<file path="src/rtl/comm_frame_tx.sv">
// Serial frame transmitter: handshakes NWORDS words of WL bits and shifts each
// out MSB first under an active-low chip select, with a divided serial clock.
module comm_frame_tx #(
  parameter int unsigned WL     = 16,
  parameter int unsigned NWORDS = 64,
  parameter int unsigned DIV    = 4
) (
  input  logic                              iCLK,
  input  logic                              iRST,
  input  logic                              iCLR,
  input  logic                              iEN,
  input  logic                              iSTART,
  input  logic [WL-1:0]                     iDATA,
  input  logic                              iVALID,
  output logic                              oREADY,
  output logic                              oCSn,
  output logic                              oSCLK,
  output logic                              oSDATA,
  output logic                              oBUSY,
  output logic [$clog2(NWORDS+1)-1:0]       oWCNT,
  output logic                              oDONE
);

  localparam int unsigned CW = $clog2(NWORDS + 1);
  localparam int unsigned DW = $clog2(2 * DIV) + 1;
  localparam int unsigned BW = $clog2(WL) + 1;

  localparam logic [DW-1:0] DIV_LAST  = DW'(2 * DIV - 1);
  localparam logic [DW-1:0] DIV_HALF  = DW'(DIV);
  localparam logic [BW-1:0] BIT_LAST  = BW'(WL - 1);
  localparam logic [CW-1:0] WORD_LAST = CW'(NWORDS - 1);

  typedef enum logic [1:0] {
    S_IDLE,
    S_WAIT,
    S_SHIFT,
    S_DONE
  } state_t;

  state_t        r_state;
  state_t        w_next;
  logic [WL-1:0] r_shreg;
  logic [DW-1:0] r_divcnt;
  logic [BW-1:0] r_bitcnt;
  logic [CW-1:0] r_wcnt;
  logic          r_sdata;
  logic          w_period_end;
  logic          w_word_end;

  assign w_period_end = (r_divcnt == DIV_LAST);
  assign w_word_end   = w_period_end && (r_bitcnt == BIT_LAST);

  // Outputs decode directly from held state, so iEN=0 freezes them for free.
  assign oREADY = (r_state == S_WAIT) && iEN && !iCLR;
  assign oBUSY  = (r_state != S_IDLE);
  assign oCSn   = (r_state == S_IDLE) || (r_state == S_DONE);
  assign oSCLK  = (r_state == S_SHIFT) && (r_divcnt >= DIV_HALF);
  assign oDONE  = (r_state == S_DONE);
  assign oSDATA = r_sdata;
  assign oWCNT  = r_wcnt;

  always_ff @(posedge iCLK or posedge iRST) begin
    if (iRST) begin
      r_state <= S_IDLE;
    end else begin
      r_state <= w_next;
    end
  end

  always_comb begin
    w_next = r_state;
    if (iCLR) begin
      w_next = S_IDLE;
    end else if (iEN) begin
      case (r_state)
        S_IDLE:  if (iSTART) w_next = S_WAIT;
        S_WAIT:  if (iVALID) w_next = S_SHIFT;
        S_SHIFT: if (w_word_end) w_next = (r_wcnt == WORD_LAST) ? S_DONE : S_WAIT;
        S_DONE:  w_next = S_IDLE;
        default: w_next = S_IDLE;
      endcase
    end
  end

  always_ff @(posedge iCLK or posedge iRST) begin
    if (iRST) begin
      r_shreg  <= '0;
      r_divcnt <= '0;
      r_bitcnt <= '0;
      r_wcnt   <= '0;
      r_sdata  <= 1'b0;
    end else if (iCLR) begin
      r_divcnt <= '0;
      r_bitcnt <= '0;
      r_wcnt   <= '0;
    end else if (iEN) begin
      case (r_state)
        S_IDLE: begin
          if (iSTART) r_wcnt <= '0;
        end
        S_WAIT: begin
          // MSB goes straight to the pin; the register keeps the remaining bits.
          if (iVALID) begin
            r_sdata  <= iDATA[WL-1];
            r_shreg  <= {iDATA[WL-2:0], 1'b0};
            r_divcnt <= '0;
            r_bitcnt <= '0;
          end
        end
        S_SHIFT: begin
          if (w_period_end) begin
            r_divcnt <= '0;
            if (r_bitcnt == BIT_LAST) begin
              r_bitcnt <= '0;
              r_wcnt   <= r_wcnt + CW'(1);
            end else begin
              r_bitcnt <= r_bitcnt + BW'(1);
              r_sdata  <= r_shreg[WL-1];
              r_shreg  <= {r_shreg[WL-2:0], 1'b0};
            end
          end else begin
            r_divcnt <= r_divcnt + DW'(1);
          end
        end
        default: ;
      endcase
    end
  end

endmodule

</file>
<file path="config.mk">
export PLATFORM = sky130hd
export DESIGN_NAME = comm_frame_tx
export DESIGN_NICKNAME = d
export VERILOG_FILES = /design/src/rtl/comm_frame_tx.sv
export SDC_FILE = /design/constraint.sdc
export NUM_CORES = 1
export LEC_CHECK = 0
export ABC_AREA = 1
export CAP_MARGIN = 20
export CORE_MARGIN = 5
export CORE_UTILIZATION = 45
export DETAILED_ROUTE_END_ITERATION = 10
export GPL_ROUTABILITY_DRIVEN = 0
export PLACE_DENSITY = 0.7
export SYNTH_ARGS = -nofsm -noshare
export SYNTH_HDL_FRONTEND = slang
export SYNTH_SLANG_ARGS = --single-unit
</file>
<file path="constraint.sdc">
create_clock -name iCLK -period 3.5 [get_ports iCLK]
set_clock_uncertainty 0.2 [all_clocks]
set_input_delay 0.525 -clock iCLK [delete_from_list [all_inputs] [get_ports iCLK]]
set_output_delay 0.525 -clock iCLK [all_outputs]
set_load 0.1 [all_outputs]
</file>
==> flow_summary_export.csv <==
group,metric,value,unit
die,core,4320,um2
yosys,avgSynthCellArea,8.69,um2
yosys,synth_top_cell_by_area,"dfrtp_1",
pwr,p_leak,0.00114,uW
yosys,synth_top_area_share,42.7,%
worst_setup_path,path_class,"flip-flop to output port",
die,fp.dieArea,5850,um2
route,first_pass_iters,4,
worst_setup_path,slowest_delay,1140,ps
sta,rsz0062_at_grt,"false",
placed_design,io_buffers,34,
worst_setup_path,cp_max_fo,3,
pwr,p_per_area,699,nW/um2
cells_and_area,finalNetCount,295,
worst_setup_path,start_kind,"flip-flop",
sta,slew_viol_final,0,
worst_setup_path,cp_top_family,"buffers and inverters",
cells_and_area,drive_above_1_share,18.0,%
worst_setup_path,crit_chain,"clkdlybuf4s50_1",
cells_and_area,areaGrowthSynthToFinish,25.0,%
sta,whs,295,ps
yosys,ys.warnings.count,0,
pwr,p_total,1740,uW
sta,min_period,2540,ps
cts,clk-insertion-delay-late,280,ps
yosys,synth-edff-count,0,
worst_setup_path,cp.required,2770,ps
cts,clk_path_buf_depth,2,
worst_setup_path,rr_endpoint,"oWCNT[4]",
yosys,synthCells,229,
cts,cts-root-buf,"clkbuf_8",
yosys,synth_area,1990,um2
route,postRouteAntennaNets,0,
die,die_w,76.5,um
yosys,synthesis.nets,259,
cts,htree_levels,2,
sta,worstMarginPinSlew,967,ps
global_routing,grt_usage,14.0,%
yosys,async_flop_share,100,%
cts,post_cts_buffers,0,
cts,hold_buffers,0,
cells_and_area,diodes,0,
cells_and_area,multi_input_area,998,um2
route,drtIter0Drc,85,
worst_setup_path,cp-end-kind,"output port",
sta,final.period_utilization,72.4,%
yosys,synth.distinct_cells,29,
sta,setup_violations,0,
cts,cts_resized,0,
route,wl_per_cell,12.0,um
sta,finalSetupTns,0,ps
route,drc_errors,0,
worst_setup_path,path_depth,1,
yosys,synth_area_leaders,"dfrtp_1, nand2_1, mux2i_1",
worst_setup_path,regToRegSetupSlack,1150,ps
pwr,max-vdd-ir-drop,334,uV
worst_setup_path,crit_slowest_cell,"clkdlybuf4s50_1",
yosys,yosysMostFrequentCell,"nand2_1",
route,routed_wl,3820,um
yosys,ys_seq_area_share,42.7,%
worst_setup_path,crit_path_end,"oWCNT[6]",
route,vias_per_cell,4.96,
status,run_status,"complete, no violations",
cts,clkTransAtPathRegs,70,ps
die,initial_utilization,46.0,%
sta,hold_viol,0,
worst_setup_path,crit_arrival,1810,ps
cells_and_area,seqCellArea,851,um2
global_routing,overflow,0,
yosys,synth_seq_cells,34,
worst_hold_path,hold_class,"flip-flop to flip-flop",
cts,numCtsBuffers,5,
flow_run,cap_violations,0,
global_routing,antenna_found_initial,0,
global_routing,grt_pass1_vias,1555,
cts,clock_sinks,34,
sta,slew_headroom,35.3,%
cells_and_area,fill_cells,392,
placed_design,dp_hpwl,2790,um
yosys,synthFlopType,"dfrtp_1",
die,io-pin-count,35,
global_routing,grt_pass1_wl,6890,um
worst_setup_path,path_buf_inv,1,
route,via_count,1577,
cts,cts_tree,"built",
sta,max_clock_freq,394,MHz
worst_setup_path,r2r-start,"r_state[0]",
yosys,synthTopCellsByCount,"nand2_1, dfrtp_1, o21ai_1",
die,die_y,76.5,um
die,row_count,24,
worst_setup_path,crit_start,"oWCNT[6]",
global_routing,grt_max_degree,35,
worst_setup_path,worstRegToRegCells,8,
[layout make-up]
type,instances,share of cell area [%]
clock buffer,6,3.32
clock inverter,2,2.41
inverter,21,3.37
multi-input combinational,166,40.1
sequential,34,34.2
tap,52,2.61
timing repair buffer,37,14.0
[logic make-up (layout without fill, tap and decap cells)]
| group | after synthesis | count (layout) | synth area share, % |
|---|---|---|---|
| flip-flops | 34 | 34 | 42.7 |
| adder cells (fa/ha/maj) | 8 | 8 | 5.03 |
| XOR/XNOR | 2 | 2 | 0.880 |
| AO/OA/AOI/OAI | 37 | 37 | 10.6 |
| AND/OR/NAND/NOR | 104 | 104 | 25.9 |
| multiplexers | 15 | 15 | 7.54 |
| buffers and inverters | 29 | 66 | 7.35 |
[sequential cells by signal (all words and copies together), names as in the netlist]
signal,count
r_shreg,15
oWCNT,7
r_bitcnt,5
r_divcnt,4
r_state,2
oSDATA,1
[layout by cell type (no fill, tap or decap)]
master and count:
xnor2_1 1, xor2_1 1, inv_1 19, nor3_2 2, nand2_1 53, bufinv_16 2, nand3_1 12, nor2_1 12
nand2_4 2, inv_4 2, nor2_2 2, buf_12 1, nand3_4 1, mux2i_1 15, clkdlybuf4s50_1 23, clkbuf_8 6
nand3_2 1, ha_1 8, nand4_1 6, o21ai_0 5, a21oi_1 4, nor2_4 1, dfrtp_1 34, o21ai_1 21
o21ai_2 6, nand2_2 7, or2_2 1, nor2_8 1, nor3_1 3, buf_4 13, o21bai_1 1
[how the worst min path moves through the flow]
stage | startpoint | end | slack, ps | depth (start not counted)
after floorplan | r_shreg[1] | r_shreg[1] | 240 | 2
after global placement | r_shreg[1] | r_shreg[1] | 270 | 2
after detailed placement | r_shreg[1] | r_shreg[1] | 280 | 2
after CTS | r_shreg[14] | r_shreg[14] | 300 | 2
after global routing | r_shreg[7] | r_shreg[7] | 330 | 2
final | r_shreg[6] | r_shreg[6] | 290 | 2
[report_power, final]
| group | internal (uW) | switching, uW |
|---|---|---|
| clock | 304 | 145 |
| combinational | 223 | 513 |
| sequential | 491 | 63.2 |
| total | 1020 | 722 |
[per-stage QoR]
step / worst slack (ps) / std cells / instance area, um2 / util (%)
2_1_floorplan: 470 / 229 / 2000 / -
3_3_place_gp: 1040 / 310 / 2350 / 54.3
3_5_place_dp: 1010 / 310 / 2350 / 54.3
4_1_cts: 950 / 318 / 2490 / 57.6
5_1_grt: 873 / 318 / 2490 / 57.6
6_report: 964 / 318 / 2490 / 57.6
[routing by layer]
| metal | vias to the layer above | share of wire (%) | GRT usage, % |
|---|---|---|---|
| met5 | - | 0 | 0 |
| met4 | 0 | 1.1 | 4.02 |
| met3 | 7 | 5.3 | 4.02 |
| met2 | 32 | 50 | 23.8 |
| met1 | 717 | 44 | 17.3 |
| li1 | 821 | - | - |
(Power assumes the default switching activity.)
